==> config.mk <==
export PLATFORM = sky130hd
export DESIGN_NAME = wb_reg_file
export DESIGN_NICKNAME = d
export VERILOG_FILES = /design/src/rtl/wb_reg_file.sv
export SDC_FILE = /design/constraint.sdc
export NUM_CORES = 2
export LEC_CHECK = 0
export CAP_MARGIN = 20
export CORE_ASPECT_RATIO = 0.5
export CORE_MARGIN = 2
export CORE_UTILIZATION = 30
export DETAILED_ROUTE_END_ITERATION = 10
export DONT_BUFFER_PORTS = 1
export PLACE_DENSITY = 0.45
export SLEW_MARGIN = 20
export SYNTH_ARGS = -nofsm -noshare
export SYNTH_HDL_FRONTEND = slang
export SYNTH_SLANG_ARGS = --single-unit
==> constraint.sdc <==
create_clock -name clk -period 2.63 [get_ports clk]
set_input_delay 0.3945 -clock clk [delete_from_list [all_inputs] [get_ports clk]]
set_output_delay 0.3945 -clock clk [all_outputs]
set_load 0.03 [all_outputs]
==> src/rtl/wb_reg_file.sv <==
// rtl/wb_reg_file.sv - 32x32 write-back register file with write-through bypass and commit counter
module wb_reg_file (
    input  logic        clk,
    input  logic        rst,
    input  logic        reg_write_in,
    input  logic        mem_to_reg_in,
    input  logic [31:0] read_data_in,
    input  logic [31:0] ALU_result_in,
    input  logic [4:0]  mux_reg_dst_out_in,
    input  logic [4:0]  read_reg1,
    input  logic [4:0]  read_reg2,
    output logic [31:0] read_data1,
    output logic [31:0] read_data2,
    output logic [31:0] write_data_out,
    output logic        wb_active_out,
    output logic [31:0] retire_count
);

    logic [31:0] regs [32];

    assign write_data_out = mem_to_reg_in ? read_data_in : ALU_result_in;
    assign wb_active_out  = reg_write_in && (mux_reg_dst_out_in != 5'd0);

    // Register 0 is never written, so it stays at its reset value of zero.
    always_ff @(posedge clk) begin
        if (rst) begin
            for (int i = 0; i < 32; i++) begin
                regs[i] <= 32'h0;
            end
            retire_count <= 32'h0;
        end else if (wb_active_out) begin
            regs[mux_reg_dst_out_in] <= write_data_out;
            retire_count             <= retire_count + 32'd1;
        end
    end

    // Bypass lets the ID stage see a value committing in this same cycle.
    always_comb begin
        read_data1 = 32'h0;
        if (read_reg1 != 5'd0) begin
            if (wb_active_out && (read_reg1 == mux_reg_dst_out_in)) begin
                read_data1 = write_data_out;
            end else begin
                read_data1 = regs[read_reg1];
            end
        end
    end

    always_comb begin
        read_data2 = 32'h0;
        if (read_reg2 != 5'd0) begin
            if (wb_active_out && (read_reg2 == mux_reg_dst_out_in)) begin
                read_data2 = write_data_out;
            end else begin
                read_data2 = regs[read_reg2];
            end
        end
    end

endmodule

# After elaboration in Yosys (flattened, before gate mapping)

Memory sizes are Yosys's and may differ from the RTL's.
Index checks and enable logic that the tools add are counted.
Widths: inputs -> output; s select.

Memory bits (writable): 1,024
Memories kept: 1
Register bits after elaboration: 32
Input port bits: 83
Word-level logic and storage cells: 25
Output and inout bits: 129

Reduce and logical (&&, ||, !) cells: 7
Muxes and demuxes: 13
$add $sub $neg: 1
Eq/ne operators: 2

Memories:

| name | words | width | read ports | clocked after memory_dff | wr ports | RTL line | text |
|---|---|---|---|---|---|---|---|
| regs | 32    | 32    | 2          | 0                        | 32       | 19       | `logic [31:0] regs [32];` |

Operator list:

| operator              | count |
|---|---|
| $mux 32               | 6 |
| $add 32x1->32 const B | 1 |
| $reduce_or 32->1      | 1 |
| $reduce_bool 5->1     | 3 |
| $eq 5x5->1            | 2 |
| $mux 1                | 6 |
| $mux 5                | 1 |
| $logic_and 1x1->1     | 3 |

# Longest topological paths before layout

Depth after elaboration: 7
Gate-level depth with buffers: 11

# Worst setup path before layout

No wires, ideal clock.

Path kind: input port to output port
Start point: in read_reg2[0]
End point: out read_data2[16]
Path buffers: 4
Arrival: 2.537 ns
Data required time: 2.236 ns
Cell stages on the path: 10
Slack: -0.302 ns
Path through: buf_4 > buf_12 > buf_12 > buf_8 > mux2i_1 > a221oi_1 > a21oi_1 > nor3_1 > nor3_1 > a211oi_1

Longest elaborated chain between the ends: 4
Elaborated cells on any way between the ends: 6
Classes of those cells: eq/ne (1); mux (2); reduce/logical (2); memory (1)

RTL lines:

| item                                                                  | RTL line | text |
|---|---|---|
| start: declaration                                                    | 11       | `input logic [4:0] read_reg2,` |
| parallel branches: the longest is 3 deep, another holds $mem_v2 32x32 | n/a      |  |
| $mux 32 *                                                             | 51       | `if (read_reg2 != 5'd0) begin` |
| end: declaration                                                      | 13       | `output logic [31:0] read_data2,` |

Mark *: on every way between the ends.

==> results.sh <==
export IMPL_worst_setup_path_end_kind="output port"
export IMPL_cts_root_buf="clkbuf_16"
export IMPL_power_total_mw=42.2
export IMPL_dieHeight_um=307
export IMPL_place_gp_congestion=0.877
export IMPL_violations="setup timing"
export IMPL_nets=4177
export IMPL_mostFrequentLayoutCell="nor2_1"
export IMPL_min_path_type="in2reg"
export IMPL_track_usage_pct=23.4
export IMPL_ff_latch_area_sq_mm=0.0314
export IMPL_setup_ws_ns=-0.776
export IMPL_portBuffers=0
export IMPL_h_tree_depth=3
export IMPL_dieArea_sq_mm=0.187
export IMPL_slew_headroom_pct=28.5
export IMPL_fin_skew_ns=0.0191
export IMPL_p_leak_nw=23.1
export IMPL_n_fill_cell=17200
export IMPL_synthFlopType="edfxtp_1"
export IMPL_hold_viol_final=0
export IMPL_drt_wirelength_per_cell_um=35.0
export IMPL_yosysWarnings=0
export IMPL_fin_crit_ns=3.41
export IMPL_worst_setup_path_type="reg2out"
export IMPL_dp_slack_ns=-0.798
export IMPL_cp_max_fo=2
export IMPL_avgSynthCellArea_sq_um=14.1
export IMPL_postRouteWirelength_um=231000
export IMPL_cts_tree="built"
export IMPL_final_cell_mix="1038 x nor2_1, 1024 x edfxtp_1, 488 x mux4_2, 316 x buf_4, 169 x mux2i_1"
export IMPL_clk_pin_slew_ns=0.07
export IMPL_numCtsBuffers=106
export IMPL_vias=38500
export IMPL_multiInputGateArea_sq_mm=0.0237
export IMPL_status="complete, but fails checks"
export IMPL_max_cap_viol_count=0
export IMPL_dp_hpwl_um=130000
export IMPL_yosys_register_bits=1056
export IMPL_drc=0
export IMPL_arrival_ns=3.01
export IMPL_start_util_pct=30.4
export IMPL_cp_required_ns=2.24
export IMPL_startpoint_type="register"
export IMPL_grt_pass1_vias=38000
export IMPL_drive_above_1_share_pct=34.3
export IMPL_irDropWorstVdd_mv=0.503
export IMPL_antenna_found_initial=3
export IMPL_ios=212
export IMPL_fp_coreArea_sq_mm=0.181
export IMPL_drv_slew=0
export IMPL_p_per_area_mw_per_mm2=633
export IMPL_fin_crit_sh_pct=130
export IMPL_area_growth_pct=21.5
export IMPL_tns_ns=-28.69
export IMPL_clk_latency_ns=0.74
export IMPL_syn_inst=3907
export IMPL_viasPerCell=5.85
export IMPL_yosysUniqueCellTypes=62
export IMPL_async_reset_ff_share_pct=0
export IMPL_setup_viol=64
export IMPL_rows=110
export IMPL_grt_pass1_wl_um=307000
export IMPL_die_w_um=609
export IMPL_seq_area_frac_synth_pct=57.1
export IMPL_synth_area_sq_mm=0.0549
export IMPL_synth_edf_count=1024
export IMPL_cts_sinks=1056
export IMPL_clockBufferDepth=3
export IMPL_hold_ws_ns=0.0530
export IMPL_placed_area_sq_mm=0.0610
export IMPL_detail_route_antenna_nets=0
export IMPL_grt_setup_unrepaired="yes"
export IMPL_tightest_slew_ns=1.07
export IMPL_finalInstanceArea_sq_mm=0.0667
export IMPL_drt_pass1_iterations=6
export IMPL_drtIter0Drc=4744
export IMPL_gr_total_overflow=0
export IMPL_fmax_mhz=294
export IMPL_grt_max_degree=298
## cells in the mapped netlist (8+ instances only)
library cell / n / area, sq um
a211oi_1: 59 / 443
nor2_1: 1046 / 3930
and2_1: 16 / 100
nor2b_1: 25 / 156
xnor2_1: 13 / 114
nor3_1: 20 / 100
nand2_1: 99 / 372
nand4_1: 14 / 87.6
nand2b_1: 41 / 257
o211ai_1: 25 / 188
mux4_2: 488 / 11000
buf_4: 16 / 120
o22ai_1: 20 / 125
buf_8: 10 / 150
edfxtp_1: 1024 / 30700
nand3_1: 19 / 95.1
mux2i_1: 214 / 2140
buf_2: 53 / 265
buf_6: 25 / 282
xor2_1: 23 / 201
inv_1: 39 / 146
mux2_2: 8 / 90.1
buf_1: 17 / 63.8
dfxtp_1: 32 / 641
o21ai_0: 47 / 235
clkbuf_1: 278 / 1040
a22oi_1: 24 / 180
a221oi_1: 68 / 596
a21oi_1: 55 / 275
## metal layers
metal / global-route usage (%) / vias to the layer above / wire (um)
met1: 32.2 / 20800 / 95100
li1: - / 15300 / -
met2: 37.4 / 2044 / 108000
met3: 4.24 / 377 / 19800
met5: 0 / - / 0
met4: 7.79 / 0 / 7970
## where the power goes
part | leakage, nW | total [mW] | internal (mW) | switching [mW]
Sequential | 10.0 | 19.8 | 19.3 | 0.464
Combinational | 11.4 | 7.02 | 3.01 | 4.02
Clock | 1.66 | 15.4 | 8.47 | 6.95
## kinds of logic after synthesis
logic type               synth area share, %
flip-flops                              57.1
XOR/XNOR                               0.574
AO/OA/AOI/OAI                           4.43
buffers and inverters                   4.00
AND/OR/NAND/NOR                         9.75
multiplexers                            24.1
adder cells (fa/ha/maj)               0.0228
other                                0.00683
## worst paths after layout
kind / start / end / slack (ns) / depth (start not counted)
min reg2reg: retire_count[1]$_SDFFE_PP0P_ / retire_count[1]$_SDFFE_PP0P_ / 0.49 / 2
max reg2reg: retire_count[5]$_SDFFE_PP0P_ / retire_count[28]$_SDFFE_PP0P_ / 0.49 / 7
max: regs[13][27]$_SDFFCE_PN0P_ / read_data1[27] / -0.78 / 5
min: ALU_result_in[13] / regs[8][13]$_SDFFCE_PN0P_ / 0.05 / 2
## state kept, by name (all words and copies together) (netlist names)
register	flops
retire_count	32
regs	1024
## worst max-delay path, stage by stage, from the launching register on
cell and delay (ns):
edfxtp_1 0.39, mux4_2 0.47, mux2_2 0.29, o211ai_1 0.59, o211ai_1 0.28, buf_4 0.24
## per-stage QoR
step	util, %	std cells
global placement	33.7	6345
detailed placement	33.7	6345
floorplan	-	3938
global route	36.9	6589
CTS	36.3	6540
finish	36.9	6589
## layout make-up
| cell class | instances | share of cell area (%) |
|---|---|---|
| Clock buffer | 134 | 4.24 |
| Antenna cell | 1 | 0.00375 |
| Sequential cell | 1056 | 47.0 |
| Clock inverter | 61 | 0.823 |
| Multi-Input combinational cell | 2437 | 35.5 |
| Inverter | 40 | 0.229 |
| Tap cell | 2408 | 4.51 |
| Timing Repair Buffer | 452 | 7.66 |
## repair_timing
action                     4_1_cts  5_1_grt
setup endpoints to repair       64       64
hold endpoints to repair        65        0
pin swaps                      129       64
hold buffers                     1        0
setup buffers                   13       28
resized for setup              227       90
gates cloned                     0       22
No activity file was read; power rests on OpenSTA's default activity.
